**src/rtl/router_pkg.sv**
```systemverilog
// Shared router definitions: packet header layout, output directions, FSM
// state types and the XY route function.
// No ports (package).
package router_pkg;

  localparam int unsigned DATA_W     = 32;
  localparam int unsigned COORD_W    = 4;
  localparam int unsigned DEST_X_LSB = 28;
  localparam int unsigned DEST_Y_LSB = 24;
  localparam int unsigned NUM_DIRS   = 5;

  typedef logic [COORD_W-1:0] coord_t;

  // Output-port direction; the value is the bit index in a one-hot request.
  typedef enum logic [2:0] {
    DIR_L = 3'd0,
    DIR_E = 3'd1,
    DIR_W = 3'd2,
    DIR_N = 3'd3,
    DIR_S = 3'd4
  } dir_e;

  typedef enum logic {RX_IDLE, RX_ACK} rx_state_e;
  typedef enum logic {TX_SEL, TX_REQ} tx_state_e;

  // Dimension-ordered routing: resolve X first, then Y, else deliver locally.
  function automatic logic [NUM_DIRS-1:0] xy_route(input coord_t dest_x, input coord_t dest_y,
                                                   input coord_t my_x, input coord_t my_y);
    dir_e dir;
    if (dest_x > my_x)      dir = DIR_E;
    else if (dest_x < my_x) dir = DIR_W;
    else if (dest_y > my_y) dir = DIR_N;
    else if (dest_y < my_y) dir = DIR_S;
    else                    dir = DIR_L;
    return NUM_DIRS'(1) << dir;
  endfunction

endpackage

```
**src/rtl/rx_fifo.sv**
```systemverilog
// Single-clock packet FIFO with registered full/empty flags and a
// combinational head output.
// Ports: clk, rst (async, active-high), wr_en/wdata (push, ignored when full),
//        rd_en (pop, ignored when empty), rdata (head entry), full, empty.
module rx_fifo #(
  parameter int unsigned DATA_W = 32,
  parameter int unsigned DEPTH  = 4
) (
  input  logic              clk,
  input  logic              rst,
  input  logic              wr_en,
  input  logic [DATA_W-1:0] wdata,
  input  logic              rd_en,
  output logic [DATA_W-1:0] rdata,
  output logic              full,
  output logic              empty
);

  localparam int unsigned AW = (DEPTH > 1) ? $clog2(DEPTH) : 1;
  localparam int unsigned CW = $clog2(DEPTH + 1);

  logic [DATA_W-1:0] mem [DEPTH];
  logic [AW-1:0]     wr_ptr;
  logic [AW-1:0]     rd_ptr;
  logic [CW-1:0]     count;
  logic [CW-1:0]     count_nxt;
  logic              do_wr;
  logic              do_rd;

  assign do_wr = wr_en && !full;
  assign do_rd = rd_en && !empty;
  assign rdata = mem[rd_ptr];

  // Simultaneous push and pop leave the occupancy unchanged.
  always_comb begin
    count_nxt = count;
    if (do_wr && !do_rd)      count_nxt = count + CW'(1);
    else if (!do_wr && do_rd) count_nxt = count - CW'(1);
  end

  // Storage is not reset; flags guard every read of it.
  always_ff @(posedge clk) begin
    if (do_wr) mem[wr_ptr] <= wdata;
  end

  // Pointers wrap naturally since DEPTH is a power of two.
  always_ff @(posedge clk or posedge rst) begin
    if (rst) begin
      wr_ptr <= '0;
      rd_ptr <= '0;
      count  <= '0;
      full   <= 1'b0;
      empty  <= 1'b1;
    end else begin
      if (do_wr) wr_ptr <= wr_ptr + AW'(1);
      if (do_rd) rd_ptr <= rd_ptr + AW'(1);
      count <= count_nxt;
      full  <= (count_nxt == CW'(DEPTH));
      empty <= (count_nxt == '0);
    end
  end

endmodule

```
**src/rtl/input_port_rx.sv**
```systemverilog
// Router input channel: accepts packets from the upstream req/gnt link into
// two buffers, XY-routes the head of the served buffer and requests the local
// output-port arbiters, popping on grant. Buffers are served alternately.
// Ports: clk, rst (async, active-high); reqUpStr/PacketIn/gntUpStr upstream
//        handshake; full1/full2 buffer-full flags; reqOut (one-hot
//        L,E,W,N,S), gntOut and PacketOut towards the output-port arbiters.
module input_port_rx #(
  parameter int unsigned DATA_W = router_pkg::DATA_W,
  parameter int unsigned DEPTH  = 4,
  parameter int unsigned MY_X   = 0,
  parameter int unsigned MY_Y   = 0
) (
  input  logic                          clk,
  input  logic                          rst,
  input  logic                          reqUpStr,
  input  logic [DATA_W-1:0]             PacketIn,
  output logic                          gntUpStr,
  output logic                          full1,
  output logic                          full2,
  output logic [router_pkg::NUM_DIRS-1:0] reqOut,
  input  logic [router_pkg::NUM_DIRS-1:0] gntOut,
  output logic [DATA_W-1:0]             PacketOut
);

  import router_pkg::*;

  rx_state_e         rx_state;
  tx_state_e         tx_state;
  logic              wr1;
  logic              wr2;
  logic              rd1;
  logic              rd2;
  logic              pop;
  logic              empty1;
  logic              empty2;
  logic [DATA_W-1:0] head1;
  logic [DATA_W-1:0] head2;
  logic [DATA_W-1:0] head_pick;
  logic              serve;       // 0 = buffer 1 has priority, 1 = buffer 2
  logic              sel;         // buffer currently being requested
  logic              pick;
  logic              pick_valid;

  // A write only happens in the idle state, so one request never writes twice.
  assign wr1 = (rx_state == RX_IDLE) && reqUpStr && !full1;
  assign wr2 = (rx_state == RX_IDLE) && reqUpStr && full1 && !full2;

  // Grant counts only on the bit actually requested.
  assign pop = (tx_state == TX_REQ) && (|(gntOut & reqOut));
  assign rd1 = pop && !sel;
  assign rd2 = pop && sel;

  // Prefer the served buffer, fall back to the other one.
  assign pick_valid = !(empty1 && empty2);
  assign pick       = (serve ? empty2 : empty1) ? ~serve : serve;
  assign head_pick  = pick ? head2 : head1;

  rx_fifo #(.DATA_W(DATA_W), .DEPTH(DEPTH)) u_buf1 (
    .clk(clk), .rst(rst), .wr_en(wr1), .wdata(PacketIn),
    .rd_en(rd1), .rdata(head1), .full(full1), .empty(empty1)
  );

  rx_fifo #(.DATA_W(DATA_W), .DEPTH(DEPTH)) u_buf2 (
    .clk(clk), .rst(rst), .wr_en(wr2), .wdata(PacketIn),
    .rd_en(rd2), .rdata(head2), .full(full2), .empty(empty2)
  );

  // Upstream write handshake.
  always_ff @(posedge clk or posedge rst) begin
    if (rst) begin
      rx_state <= RX_IDLE;
      gntUpStr <= 1'b0;
    end else begin
      case (rx_state)
        RX_IDLE: begin
          gntUpStr <= 1'b0;
          if (reqUpStr && !(full1 && full2)) begin
            gntUpStr <= 1'b1;
            rx_state <= RX_ACK;
          end
        end
        RX_ACK: begin
          gntUpStr <= 1'b0;
          if (!reqUpStr) rx_state <= RX_IDLE;
        end
        default: rx_state <= RX_IDLE;
      endcase
    end
  end

  // Downstream request/grant towards the output-port arbiters.
  always_ff @(posedge clk or posedge rst) begin
    if (rst) begin
      tx_state  <= TX_SEL;
      reqOut    <= '0;
      PacketOut <= '0;
      serve     <= 1'b0;
      sel       <= 1'b0;
    end else begin
      case (tx_state)
        TX_SEL: begin
          if (pick_valid) begin
            sel       <= pick;
            PacketOut <= head_pick;
            reqOut    <= xy_route(head_pick[DEST_X_LSB +: COORD_W],
                                  head_pick[DEST_Y_LSB +: COORD_W],
                                  COORD_W'(MY_X), COORD_W'(MY_Y));
            tx_state  <= TX_REQ;
          end
        end
        TX_REQ: begin
          if (pop) begin
            reqOut   <= '0;
            serve    <= ~sel;
            tx_state <= TX_SEL;
          end
        end
        default: tx_state <= TX_SEL;
      endcase
    end
  end

endmodule

```
**config.mk**
```make
export PLATFORM = sky130hd
export DESIGN_NAME = input_port_rx
export DESIGN_NICKNAME = d
export VERILOG_FILES = /design/src/rtl/router_pkg.sv /design/src/rtl/rx_fifo.sv /design/src/rtl/input_port_rx.sv
export SDC_FILE = /design/constraint.sdc
export NUM_CORES = 1
export LEC_CHECK = 0
export ABC_AREA = 1
export CAP_MARGIN = 40
export CORE_ASPECT_RATIO = 1.1
export CORE_MARGIN = 2
export CORE_UTILIZATION = 38
export CTS_BUF_LIST = sky130_fd_sc_hd__clkbuf_16
export DETAILED_ROUTE_END_ITERATION = 6
export SLEW_MARGIN = 20
export SYNTH_ARGS = -nofsm -noshare
export SYNTH_HDL_FRONTEND = slang
export SYNTH_SLANG_ARGS = --single-unit
```
**constraint.sdc**
```tcl
create_clock -name clk -period 5.5 [get_ports clk]
set_input_delay 1.1 -clock clk [delete_from_list [all_inputs] [get_ports clk]]
set_output_delay 1.1 -clock clk [all_outputs]
set_load 0.02 [all_outputs]
```
# After elaboration in Yosys (flattened, before gate mapping)
# Memory sizes are Yosys's and may differ from the RTL's.
# Index checks and enable logic that the tools add are counted.
dict set report word_totals {
  ram_bits 256
  n_memories 2
  regBits 60
  wordCells 103
  out_inout_bits 40
}
dict set report op_classes {
  eq_ne 4
  order_cmp 4
  reduce_logical 34
  mux 27
  bitwise 6
  n_shift 1
  addsub 8
}
# name words word_bits read_ports rd_clocked_by_memory_dff wr line
set mem_list {}
lappend mem_list {u_buf1.mem 4 32 1 0 1 rx_fifo.sv:22} ;# logic [DATA_W-1:0] mem [DEPTH];
lappend mem_list {u_buf2.mem 4 32 1 0 1 rx_fifo.sv:22}
# cell count
set ops {}
lappend ops {{$mux 32} 1}
lappend ops {{$mux 3} 10}
lappend ops {{$logic_and 1x1->1} 18}
lappend ops {{$logic_not 1->1} 10}
lappend ops {{$mux 1} 10}
lappend ops {{$mux 5} 2}
lappend ops {{$pmux 5 s2} 1}
lappend ops {{$add 2x1->2 const B} 4}
lappend ops {{$gt 4x1->1 const B} 2}
lappend ops {{$lt 4x1->1 const B} 2}
lappend ops {{$add 3x1->3 const B} 2}
lappend ops {{$eq 3x3->1 const B} 2}
lappend ops {{$logic_not 3->1} 2}
lappend ops {{$pmux 1 s2} 3}
lappend ops {{$reduce_and 2->1} 3}
lappend ops {{$sub 3x1->3 const B} 2}
lappend ops {{$and 5x5->5} 1}
lappend ops {{$not 1->1} 5}
lappend ops {{$reduce_or 5->1} 1}
lappend ops {{$shl 1x3->5 const A} 1}
lappend ops {{$ne 2x1->1 const B} 1}
lappend ops {{$ne 2x2->1 const B} 1}

# Depth between registers and ports, before layout
dict set report logic_depth {
  word_depth 13
  ltp_mapped 13
}

# Cells and area by module
# A second synthesis with hierarchy kept.
dict set report hier_totals {
  cells_unflattened 1043
  area_unflattened_um2 12727.2
}
# mod area_per_inst_um2 cells_per_inst seq_area_each_um2 n_inst
set modules_own_cells {}
lappend modules_own_cells {{rx_fifo at u_buf1} 5371.4 394 4070.2 1}
lappend modules_own_cells {{rx_fifo at u_buf2} 5343.9 391 4070.2 1}
lappend modules_own_cells {input_port_rx 2011.9 258 1026.0 1}

# Worst setup path before layout
# Ideal clock, no wire load.
dict set report synth_path {
  kind {input-to-reg}
  startpoint {input reqUpStr}
  endpoint {memory u_buf2.mem[0][0] (enable)}
  cell_stages 4
  setup_ns 0.421
  t_required_ns 5.079
  t_arrival_ns 2.809
  slack_ns 2.270
  cell_sequence {inv_1 -> nor2_2 -> nand3b_2 -> nor2_1}
}
dict set report synth_via {
  elab_chain_cells 6
}
# element line
set synth_rtl {}
lappend synth_rtl {{from (decl)} input_port_rx.sv:15} ;# input logic reqUpStr,
lappend synth_rtl {{$logic_and 1x1->1 (3 in a row)} input_port_rx.sv:46} ;# assign wr2 = (rx_state == RX_IDLE) && reqUpStr && full1 && !full2;
lappend synth_rtl {{$logic_and 1x1->1} rx_fifo.sv:30} ;# assign do_wr = wr_en && !full;
lappend synth_rtl {{$mux 1} rx_fifo.sv:43} ;# if (do_wr) mem[wr_ptr] <= wdata;
lappend synth_rtl {{$mux 1 (not written as such)} rx_fifo.sv:43}
lappend synth_rtl {{to (decl)} rx_fifo.sv:22}
# No other way between the ends.

# Worst setup path after layout
dict set report layout_path {
  startpoint {input reqUpStr}
  endpoint {memory u_buf2.mem[2][21] (enable)}
}
# Same word-level chain as after synthesis.

==> metrics.md <==
| Metric | Value |
|---|---|
| Outcome | `completed` |
| Post-route DRC | `0` |
| Reg2Reg Depth | `9` |
| Worst Path Arrival | `3.23 ns` |
| Non-Filler Instances | `1535` |
| Syn Nets | `1048` |
| Placer Congestion | `0.753` |
| Syn avg cell area | `about 12 sq um` |
| Slew headroom | `0.450` |
| Finished Core Util | `0.462` |
| Slew Viols, Final | `0` |
| H-tree depth | `2` |
| Hpwl dp | `16300 um` |
| Hold Crit Depth | `2` |
| Final Hold Viols | `0` |
| Gate Count Post-Synth | `996` |
| Root Buffer | `clkbuf_16` |
| Io pins | `80` |
| Post-CTS sizing | `0` |
| Final worst setup slack | `2.46 ns` |
| Max cap viols | `0` |
| P_leak | `0.00536 uW` |
| Clk sink count | `315` |
| Reg clk slew, reported paths | `0.06 ns` |
| 1st-iter DRT viols | `approximately 680` |
| Synth Flop Type | `edfxtp_1` |
| Routed WL | `28700 um` |
| Reg2Reg Setup Slack | `2.82 ns` |
| Post-synth ARST share | `0.187` |
| Pre-CTS setup slack | `1.90 ns` |
| GRT Util Overall | `0.168` |
| Seq/Total Area, Yosys | `0.738` |
| Hold EP | `PacketOut[24]$_DFFE_PP0P_` |
| Pwr Density | `535 nW/um^2` |
| Antenna viol nets, final | `0` |
| Slew at the pin closest to its max-slew limit | `0.823 ns` |
| Initial Util | `0.385` |
| Hold-fix buffers, CTS | `0` |
| Reg2reg start | `u_buf1.rd_ptr[0]$_DFFE_PP0P_` |
| Share of cells above drive strength 1 | `0.0884` |
| CP Capture Type | `register` |
| Area Overhead vs Synth | `20.1%` |
| Die W | `176 um` |
| CP Cell Sequence | `clkdlybuf4s50_1, inv_1, nor2_2, nand3b_2, nor2_4, buf_4` |
| Initial antenna violation count | `0` |
| Crit Path Max Fanout | `20` |
| Most common cell after layout, fill and taps aside | `edfxtp_1` |
| Core Region | `32300 sq um` |
| Crit share post-route | `0.553` |
| Reg-to-Reg End | `reqOut[1]$_DFFE_PP0P_` |
| Syn. warnings | `0` |
| Die Ht | `194 um` |
| Antenna cells | `0` |
| Fin nets | `1136` |
| Critical Path Start Type | `primary input` |
| Overall Power | `about 8000 uW` |
| Die area | `approximately 34000 sq um` |
| Final setup TNS | `0 ns` |
| Max Fclk | `0.329 GHz` |
| Final setup fails | `0` |
| Clk Latency, worst-skew pair | `0.52 ns` |
| Port bufs | `between 70 and 80` |
| Buf+Inv Stages, Crit Path | `3` |
| Vias/cell | `5.07` |
| Top delay family on crit path | `simple AND/OR/NAND/NOR gates` |
| Clock buffer depth | `3` |
| Aggregate global routing overflow | `0` |
| Yosys reg bits | `about 320` |
| Post-synth EDFFs | `256` |
| Worst path slowest cell | `nor2_4` |
| Most frequent cells in the layout | `256 x edfxtp_1, 155 x nor2_1, 143 x o21ai_0, 138 x nand2_1, 77 x clkdlybuf4s50_1` |
| Worst vdd ir | `0.000207 V` |
| Mapped cell area | `12400 sq um` |
| Avg WL per Cell | `roughly 19 um` |
| CTS tree | `built` |
| Total vias in the final route | `7785` |
| Vias in the first global route | `~7.7k` |
| Layout fillers | `2947` |
| Post-CTS setup buffer count | `0` |
| Largest net degree at the start of global routing | `68` |
| Clock Skews | `0.0213 ns` |
| Worst Hold Class | `reg2reg` |
| Kind of critical path | `in2reg` |
| Rows | `69` |
| Min cycle time layout | `3.04 ns` |
| Hold Crit Start | `PacketOut[24]$_DFFE_PP0P_` |
| Unrepaired setup endpoints after global routing | `false` |
| Synth cell types | `38` |
| Drt pass-1 iters | `4` |
| CTS buffer count | `35` |
| CP required | `5.69 ns` |
| Slowest stage delay, CP | `between 0.7 and 0.8 ns` |
| Placed Cells | `1471` |
| First-pass GRT wire length | `43700 um` |
==> state kept, by name (all words and copies together) (netlist names), 2 cells and up <==
register       cells
u_buf1.mem       128
u_buf2.mem       128
PacketOut         32
reqOut             4
u_buf1.count       3
u_buf2.count       3
u_buf1.rd_ptr      2
u_buf1.wr_ptr      2
u_buf2.rd_ptr      2
u_buf2.wr_ptr      2
==> Yosys cell counts, types with 2 or more instances <==
cell type	count	area, sq um
dfrtp_1	57	1430
clkbuf_1	28	105
o22ai_1	50	313
inv_1	38	143
nor2_2	3	18.8
inv_2	3	11.3
nor2_4	2	22.5
inv_4	2	12.5
dfstp_2	2	52.6
buf_2	12	60.1
buf_4	4	30.0
nand2_1	138	518
edfxtp_1	256	7690
o21ai_1	7	35.0
nand3_1	37	185
clkbuf_2	3	15.0
a21oi_1	3	15.0
ha_1	12	150
xor2_1	9	78.8
buf_1	2	7.51
o21ai_0	143	716
o211ai_1	7	52.6
nor2_1	163	612
==> worst reg2reg max path, stage by stage, from the launching register on <==
cell and delay [ns]:
dfrtp_2 0.35, buf_4 0.58, inv_2 0.41, buf_4 0.41, o21ai_0 0.22, o211ai_1 0.11, nand2_1 0.16, nand2_1 0.08
nor2_2 0.16, a21oi_1 0.05
==> per-layer routing <==
metal | GRT usage | vias up | wire [um] | part of all wire
met5 | 0 | - | 0 | 0
met4 | 0.0410 | 0 | 447 | 0.016
met3 | 0.0297 | 30 | 1520 | 0.053
met2 | 0.279 | 197 | 13800 | 0.48
met1 | 0.229 | 3853 | 12900 | 0.45
li1 | - | 3705 | - | -
==> how the worst max path moves through the flow <==
stage / startpoint / cells past startpoint / endpoint
6_report: reqUpStr / 6 / u_buf2.mem[2][21]$_DFFE_PP_
3_3_place_gp: reqUpStr / 6 / u_buf1.mem[3][30]$_DFFE_PP_
5_1_grt: reqUpStr / 6 / u_buf2.mem[2][21]$_DFFE_PP_
3_5_place_dp: reqUpStr / 6 / u_buf2.mem[2][5]$_DFFE_PP_
2_1_floorplan: reqUpStr / 4 / u_buf2.mem[0][0]$_DFFE_PP_
4_1_cts: reqUpStr / 6 / u_buf2.mem[2][21]$_DFFE_PP_
==> stage by stage <==
stage	hold slack [ns]	cell area, sq um
after floorplan	0.470	12400
after global placement	0.473	13700
after detailed placement	0.479	13800
after CTS	0.493	14900
after global routing	0.514	14900
final	0.486	14900
==> cell families after synthesis <==
family	share of synthesized area
buffers and inverters	0.0318
AO/OA/AOI/OAI	0.0955
XOR/XNOR	0.00705
flip-flops	0.738
adder cells (fa/ha/maj)	0.0121
other	0.000302
AND/OR/NAND/NOR	0.115
==> layout make-up <==
| class | instances | area [sq um] | area share |
|---|---|---|---|
| flip-flops and latches | 315 | 9170 | 0.615 |
| multi-input cells | 588 | 2920 | 0.196 |
| repair buffers | 101 | 1070 | 0.0718 |
| clock buffers | 36 | 901 | 0.0604 |
| well taps | 426 | 533 | 0.0358 |
| clock inverters | 26 | 154 | 0.0103 |
| inverters | 43 | 166 | 0.0112 |
==> where the power goes <==
| group | total [uW] | switching [uW] | internal, uW |
|---|---|---|---|
| clock | 2150 | 912 | 1230 |
| combinational | 2690 | 1770 | 918 |
| sequential | 3140 | 182 | 2950 |
(Power assumes the default switching activity.)
